==> config.mk <==
export PLATFORM = sky130hd
export DESIGN_NAME = count_bcd_converter
export DESIGN_NICKNAME = d
export VERILOG_FILES = /design/src/rtl/count_bcd_converter.sv
export SDC_FILE = /design/constraint.sdc
export NUM_CORES = 1
export LEC_CHECK = 0
export CORE_ASPECT_RATIO = 0.6
export CORE_MARGIN = 5
export CORE_UTILIZATION = 49
export DETAILED_ROUTE_END_ITERATION = 12
export PLACE_DENSITY = 0.77
export RECOVER_POWER = 50
export SLEW_MARGIN = 20
export SYNTH_ARGS = -nofsm -noshare
export SYNTH_HDL_FRONTEND = slang
export SYNTH_SLANG_ARGS = --single-unit
==> constraint.sdc <==
create_clock -name clk -period 1.45 [get_ports clk]
set_input_delay 0.145 -clock clk [delete_from_list [all_inputs] [get_ports clk]]
set_output_delay 0.145 -clock clk [all_outputs]
set_load 0.01 [all_outputs]
==> src/rtl/count_bcd_converter.sv <==
// rtl/count_bcd_converter.sv - sequential shift-add-3 binary-to-BCD converter with start/busy/done handshake
module count_bcd_converter #(
  parameter int WIDTH  = 20,
  parameter int DIGITS = 6,
  parameter int MAXVAL = 999999
) (
  input  logic                  clk,
  input  logic                  reset,
  input  logic                  start,
  input  logic [WIDTH-1:0]      bin,
  output logic                  busy,
  output logic                  done,
  output logic [4*DIGITS-1:0]   bcd,
  output logic                  overflow
);

  localparam int BW = 4 * DIGITS;
  localparam int CW = $clog2(WIDTH + 1);

  localparam logic [WIDTH-1:0] MAX_V     = WIDTH'(MAXVAL);
  localparam logic [CW-1:0]    LAST_ITER = CW'(WIDTH - 1);
  localparam logic [BW-1:0]    ALL_NINES = {DIGITS{4'h9}};

  typedef enum logic [1:0] {
    IDLE  = 2'd0,
    SHIFT = 2'd1,
    DONE  = 2'd2
  } state_t;

  state_t          state_q, state_d;
  logic [CW-1:0]   cnt_q, cnt_d;
  logic [WIDTH-1:0] bin_q, bin_d;
  logic [BW-1:0]   scratch_q, scratch_d;
  logic            ovf_pend_q, ovf_pend_d;
  logic [BW-1:0]   bcd_q, bcd_d;
  logic            overflow_q, overflow_d;
  logic            done_q, done_d;

  logic [BW-1:0]   corr;
  logic [BW-1:0]   shifted;

  // Add-3 correction on every digit that would reach 10 or more after doubling,
  // then shift the binary MSB into scratch bit 0. The carry out of the top
  // digit falls off; it can only occur for saturated inputs.
  always_comb begin
    corr = scratch_q;
    for (int i = 0; i < DIGITS; i++) begin
      if (scratch_q[4*i +: 4] >= 4'd5) begin
        corr[4*i +: 4] = scratch_q[4*i +: 4] + 4'd3;
      end
    end
    shifted = (corr << 1) | BW'(bin_q[WIDTH-1]);
  end

  // Next-state and datapath control for IDLE -> SHIFT x WIDTH -> DONE -> IDLE.
  always_comb begin
    state_d    = state_q;
    cnt_d      = cnt_q;
    bin_d      = bin_q;
    scratch_d  = scratch_q;
    ovf_pend_d = ovf_pend_q;
    bcd_d      = bcd_q;
    overflow_d = overflow_q;
    done_d     = 1'b0;

    case (state_q)
      IDLE: begin
        if (start) begin
          bin_d      = bin;
          scratch_d  = '0;
          cnt_d      = '0;
          ovf_pend_d = (bin > MAX_V);
          state_d    = SHIFT;
        end
      end
      SHIFT: begin
        scratch_d = shifted;
        bin_d     = bin_q << 1;
        cnt_d     = cnt_q + 1'b1;
        if (cnt_q == LAST_ITER) begin
          bcd_d      = ovf_pend_q ? ALL_NINES : shifted;
          overflow_d = ovf_pend_q;
          done_d     = 1'b1;
          state_d    = DONE;
        end
      end
      DONE: begin
        state_d = IDLE;
      end
      default: begin
        state_d = IDLE;
      end
    endcase
  end

  // State and datapath registers; reset aborts any conversion in flight.
  always_ff @(posedge clk or negedge reset) begin
    if (!reset) begin
      state_q    <= IDLE;
      cnt_q      <= '0;
      bin_q      <= '0;
      scratch_q  <= '0;
      ovf_pend_q <= 1'b0;
      bcd_q      <= '0;
      overflow_q <= 1'b0;
      done_q     <= 1'b0;
    end else begin
      state_q    <= state_d;
      cnt_q      <= cnt_d;
      bin_q      <= bin_d;
      scratch_q  <= scratch_d;
      ovf_pend_q <= ovf_pend_d;
      bcd_q      <= bcd_d;
      overflow_q <= overflow_d;
      done_q     <= done_d;
    end
  end

  assign busy     = (state_q != IDLE);
  assign done     = done_q;
  assign bcd      = bcd_q;
  assign overflow = overflow_q;

endmodule
==> results of run 1 <==
final cells by class:
cell class / instances / area [um^2]
Clock buffer: 13 / 270
Clock inverter: 3 / 17.5
Fill cell: 327 / 1190
Inverter: 14 / 55.1
Multi-Input combinational cell: 232 / 2290
Sequential cell: 78 / 1960
Tap cell: 104 / 130
Timing Repair Buffer: 137 / 1330
power groups by stage:
stage	Clock, uW	Sequential [uW]	Combinational (uW)
finish	2190	4360	8360
global placement	0	3890	5270
floorplan	0	3950	3130
global route	2310	4430	8720
CTS	2180	4050	6550
detailed placement	0	3930	5480
metrics by stage:
step | hold WS (ps) | std cells | instance area (um^2)
3_3_place_gp | 91.2 | 540 | 4720
3_5_place_dp | 84.4 | 540 | 4720
2_1_floorplan | -151 | 342 | 3690
6_report | 373 | 581 | 6050
4_1_cts | 268 | 568 | 5560
5_1_grt | 426 | 581 | 6050
path summary, 6_finish.rpt:
kind	end	slack (ps)	cells after the start
max	bcd[11]	-190	7
min	scratch_q[11]	370	2
max reg2reg	bcd[11]	-190	7
min in group clk	bin_q[0]	420	3
min reg2reg	overflow	490	2
max in group asynchronous	bin_q[6]	160	3
worst reg2reg max path, cell delays in order, from the launching register on:
cell       delay (ps)
dfrtp_1           360
ha_2              180
and4bb_2          270
nand2_4           100
buf_12            150
buf_6             120
a2111oi_4         280
nor2_1             70
metal layers:
metal | global-route usage, % | vias up | wire [um]
li1 | - | 1497 | -
met1 | 31.0 | 1864 | 5680
met2 | 40.3 | 225 | 6890
met3 | 6.10 | 52 | 1060
met4 | 9.28 | 0 | 496
met5 | 0 | - | 0
synthesized netlist by cell type, types with 3 or more instances:
library cell,count,area share [%]
a2111oi_0,6,1.4
a21oi_1,16,2.2
a22o_1,20,4.8
a32o_1,6,1.6
buf_2,9,1.2
clkbuf_1,6,0.62
dfrtp_1,78,54
ha_1,13,4.5
inv_1,14,1.4
mux2i_1,5,1.4
nand2_1,18,1.9
nand2b_1,7,1.2
nand3_1,3,0.41
nand4_1,3,0.52
nor2_1,58,6.0
nor3b_1,12,2.5
o21ai_0,11,1.5
o22ai_1,24,4.1
o31ai_1,3,0.62
o31ai_2,6,2.1
xnor2_1,6,1.4
cell usage in the layout, fill, tap and decap left out, types with 10 or more instances in the layout:
cell type        synthesis  routed
inv_2                    0      11
buf_6                    2      17
buf_4                    1      60
clkbuf_16                0      10
o22ai_2                  0      13
nor2_1                  58      47
nand2_1                 18      16
dfrtp_1                 78      75
clkdlybuf4s50_1          0      44
a21oi_1                 16      10
a22o_1                  20      20
nor3b_1                 12      10
registers in the layout, summed over array words and instances, names as in the netlist:
name	count
state_q	2
ovf_pend_q	1
scratch_q	24
overflow	1
bcd	24
cnt_q	5
done	1
bin_q	20
what timing repair did:
item / in CTS / in global routing
hold buffers: 1 / 0
gates cloned: 1 / 2
gates resized for setup: 93 / 87
setup buffers: 10 / 12
endpoints found under the setup margin: 69 / 76
hold endpoints to repair: 24 / 0
pin swaps: 25 / 51
logic make-up (layout without fill, tap and decap cells):
kind of cell	Yosys count	count (layout)	share of synthesized area [%]
xor+xnor	7	7	1.68
buf+inv	33	167	4.67
mux	7	7	1.99
simple gates	110	111	14.7
fa+ha+maj	13	13	4.46
flops	78	78	53.6
compound gates	94	94	18.9
==> run_results.csv, run 1 <==
group,metric,value,unit
outcome,status,"complete, but fails checks",
outcome,violations,"setup timing",
worst_setup_path,slowest_stage,"dfrtp_1",
route,dr.first_iter.drc_count,532,
placed_design,io_buffer_count,49,
power_and_ir_drop,ir_worst_vdd,1.57,mV
floorplan,die_x,121,um
layout,n_antenna_cell,0,
power_and_ir_drop,total_power,14900,uW
sta,fin_skew,9.93,ps
worst_setup_path,cp_slowest_stage_delay,360,ps
layout,drive_gt1_share,45.9,%
power_and_ir_drop,comb_power_share,56.1,%
clock_network,h-tree-depth,3,
synth,yosys_warnings,0,
synth,synthCells,342,
clock_network,cts.reportedPaths.clkPinSlew,70,ps
global_routing,grt_overflow,0,
layout,final_nets,508,
clock_network,cts_made_buffers,9,
layout,fin_util,83.6,%
floorplan,pin_count,50,
power_and_ir_drop,p_clk_share,14.7,%
sta,hold_violations,0,
placed_design,dp_slack,-327,ps
clock_network,clk_latency,350,ps
min_path,hold_class,"input pin to async pin",
synth,synth_edf_count,0,
route,drtAntennaViolNets,0,
power_and_ir_drop,power.leakage,0.00259,uW
sta,final-max-slew-violation-count,0,
global_routing,track_usage,24.4,%
sta,period_needed,1640,ps
worst_setup_path,critPathBufInv,2,
global_routing,grt_pass1_wl,17900,um
worst_setup_path,critical_path_class,"register to register",
sta,worst_slack,-187,ps
synth,synth_ff_type,"dfrtp_1",
worst_setup_path,path_cells,"ha_2 > and4bb_2 > nand2_4 > buf_12 > buf_6 > a2111oi_4 > nor2_1",
run,maxCapViolations,0,
synth,avgSynthCellArea,10.7,um^2
floorplan,core_area,7240,um^2
worst_setup_path,path_delay_family,"simple AND/OR/NAND/NOR gates",
synth,asyncSetResetFlopFracSynth,100,%
power_and_ir_drop,p_seq_share,29.2,%
worst_setup_path,end_kind,"register",
global_routing,grt_max_degree,28,
floorplan,initial_utilization,50.3,%
worst_setup_path,required,1680,ps
clock_network,cts.path.max_buffers,2,
sta,grt_setup_unrepaired,"yes",
global_routing,antenna_found_initial,0,
floorplan,rows,24,
route,routed_wl,14100,um
route,drc_errors,0,
worst_setup_path,critPathLaunch,"cnt_q[1]",
global_routing,grt_pass1_vias,3537,
route,avgViaCountPerCell,6.26,
placed_design,post-dp-hpwl,6410,um
route,first_pass_iters,5,
sta,slew_headroom,53.9,%
worst_setup_path,critPathLaunchType,"register",
route,wire_per_inst,24.3,um
placed_design,place.gp.congestion,0.801,
synth,synth_seq_cells,78,
floorplan,dieArea,9320,um^2
power_and_ir_drop,internal_power,8850,uW
sta,finalSetupViolations,66,
power_and_ir_drop,p_sw,6060,uW
layout,syn_to_final_growth,66.1,%
worst_setup_path,crit_arrival,1870,ps
sta,finalCritPeriodShare,113,%
power_and_ir_drop,swShare,40.7,%
sta,setup_tns,-5660,ps
clock_network,clockRootBuffer,"clkbuf_16",
worst_setup_path,reg2reg_from,"cnt_q[1]",
synth,synth_area,3640,um^2
clock_network,cts_tree,"yes",
synth,synth_nets,378,
synth,synth-seq-area-share,53.6,%
sta,fmax,611,MHz
synth,synth.distinct_cells,37,
worst_setup_path,crit_fanout,5,
power_and_ir_drop,powerDensity,2460,nW/um^2
clock_network,clock-sinks,78,
floorplan,die_y,76.8,um
route,vias,3638,
sta,worst_pin_slew,692,ps
Power figures use the tool's default switching activity.
==> inputs of run 2 (changes only) <==
--- a/config.mk
+++ b/config.mk
@@ -5,12 +5,14 @@
 export SDC_FILE = /design/constraint.sdc
 export NUM_CORES = 1
 export LEC_CHECK = 0
+export ABC_CLOCK_PERIOD_IN_PS = 1450
 export CORE_ASPECT_RATIO = 0.6
 export CORE_MARGIN = 5
 export CORE_UTILIZATION = 49
 export DETAILED_ROUTE_END_ITERATION = 12
 export PLACE_DENSITY = 0.77
 export RECOVER_POWER = 50
+export SETUP_SLACK_MARGIN = 0.02
 export SLEW_MARGIN = 20
 export SYNTH_ARGS = -nofsm -noshare
 export SYNTH_HDL_FRONTEND = slang
==> run 2 against run 1 <==
  * The flow still finishes with violations (setup timing)
  * Core utilization is 3.9 points higher
  * Die area stayed put
  * Non-clock buffer count is 14 higher
  * Fmax is 3.3% lower
  * Final cell count is 2.4% higher
  * Critical path type unchanged
  * Largest cell class unchanged
==> run_results.csv, run 2 (same netlist as run 1, synthesis figures left out) <==
group,metric,value,unit
sta,grt_setup_unrepaired,"yes",
global_routing,track_usage,27.4,%
worst_setup_path,ff2ff_setup_slack,-240,ps
floorplan,dieArea,9320,um^2
global_routing,antenna_found_initial,0,
sta,fmax,591,MHz
min_path,hold_class,"input pin to register",
power_and_ir_drop,powerDensity,2520,nW/um^2
power_and_ir_drop,ir_worst_vdd,1.77,mV
sta,final-max-slew-violation-count,0,
global_routing,grt_pass1_wl,19700,um
power_and_ir_drop,power.leakage,0.00281,uW
layout,final_nets,523,
clock_network,cts.path.max_buffers,2,
outcome,violations,"setup timing",
clock_network,clockRootBuffer,"clkbuf_16",
placed_design,place.gp.congestion,0.804,
floorplan,die_y,76.8,um
worst_setup_path,crit_fanout,6,
sta,fin_skew,10.4,ps
layout,most-common-layout-cells,"dfrtp_1 (74), buf_4 (67), nor2_1 (54), clkdlybuf4s50_1 (39)",
floorplan,pin_count,50,
floorplan,rows,24,
worst_setup_path,critPathLaunchType,"register",
route,avgViaCountPerCell,6.43,
outcome,status,"complete, but fails checks",
min_path,min_path_cells,3,
layout,drive_gt1_share,49.3,%
route,drtAntennaViolNets,0,
worst_setup_path,end_kind,"register",
clock_network,h-tree-depth,3,
min_path,hold_path_startpoint,"bin[5]",
floorplan,core_area,7240,um^2
sta,worst_slack,-243,ps
sta,finalSetupViolations,72,
global_routing,grt_max_degree,37,
min_path,hold_end,"bin_q[5]",
layout,fin_util,87.5,%
worst_setup_path,reg2reg_from,"cnt_q[0]",
placed_design,io_buffer_count,49,
layout,design_area,6330,um^2
global_routing,grt_overflow,0,
floorplan,initial_utilization,50.3,%
route,routed_wl,15800,um
worst_setup_path,r2r_end,"bcd[11]",
layout,final_cells,595,
placed_design,postPlaceCellArea,4670,um^2
clock_network,clock-sinks,78,
run,maxCapViolations,0,
worst_setup_path,required,1670,ps
route,dr.first_iter.drc_count,575,
route,drc_errors,0,
sta,hold_violations,0,
worst_setup_path,crit_arrival,1910,ps
sta,whs,409,ps
route,first_pass_iters,5,
sta,finalCritPeriodShare,117,%
clock_network,cts_made_buffers,9,
sta,worst_pin_slew,906,ps
placed_design,dpl.cell_count,534,
placed_design,post-dp-hpwl,6350,um
sta,period_needed,1690,ps
clock_network,cts_tree,"yes",
sta,slew_headroom,39.6,%
worst_setup_path,r2r_cells,6,
clock_network,clk_latency,360,ps
layout,syn_to_final_growth,73.9,%
layout,n_antenna_cell,0,
worst_setup_path,critical_path_class,"register to register",
route,vias,3828,
layout,layout_commonest_cell,"dfrtp_1",
floorplan,die_x,121,um
global_routing,grt_pass1_vias,3662,
route,wire_per_inst,26.6,um
power_and_ir_drop,total_power,15900,uW
clock_network,cts.reportedPaths.clkPinSlew,60,ps
-- run 2: changes by cell type in the layout (fill, tap and decap cells not counted), moves of 4 or more --
cell             previous run  this run
a21oi_1                    10         2
a21oi_2                     0         8
buf_4                      60        67
nor2_1                     47        54
dlymetal6s2s_1              2         8
nor2_2                      9         3
clkdlybuf4s50_1            44        39
nand2_1                    16        12
-- run 2: metal layers --
metal | vias up | share of wire (%) | global-route usage [%] | routed length, um
met5 | - | 0 | 0 | 0
met4 | 0 | 5.6 | 11.6 | 890
met3 | 97 | 9.5 | 9.26 | 1500
met2 | 298 | 46 | 44.6 | 7240
met1 | 1904 | 39 | 33.3 | 6190
li1 | 1529 | - | - | -
-- run 2: area by class of cell --
class                           count  area, um^2
Inverter                           14        55.1
Fill cell                         270         902
Sequential cell                    78        1960
Clock inverter                      4        70.1
Multi-Input combinational cell    233        2350
Tap cell                          104         130
Clock buffer                       11         253
Timing Repair Buffer              151        1520
-- run 2: report_power, final --
group	total [uW]	switching [uW]	internal, uW
Sequential	4360	1190	3170
Combinational	9090	4380	4710
Clock	2490	906	1580
Total	15900	6480	9460
-- run 2: worst max path at each step --
stage | endpoint | cells after the start | start
after floorplan | bcd[14] | 6 | scratch_q[12]
after global placement | ovf_pend_q | 4 | start
after detailed placement | ovf_pend_q | 4 | start
after CTS | bcd[11] | 6 | cnt_q[0]
after global routing | bcd[11] | 6 | cnt_q[0]
final | bcd[11] | 6 | cnt_q[0]
-- run 2: critical path, cell delays in order (launching register included) --
cell	delay, ps
dfrtp_1	370
ha_2	190
and4bb_4	280
nand2_4	120
buf_6	160
a2111oi_4	300
nor2_1	130
-- run 2: stage by stage --
stage                     setup WS (ps)  setup TNS [ps]
after floorplan                   -53.5            -198
after global placement             -284           -8870
after detailed placement           -437          -10470
after CTS                         -98.5           -1980
after global routing               -281           -9780
final                              -243           -7390
-- run 2: repair_timing --
action / in CTS / in global routing
cloned: 4 / 3
hold buffers: 1 / 0
pin swaps: 35 / 57
gates resized for setup: 113 / 81
setup endpoints to repair: 71 / 82
hold endpoints to repair: 26 / 0
setup buffers: 26 / 15
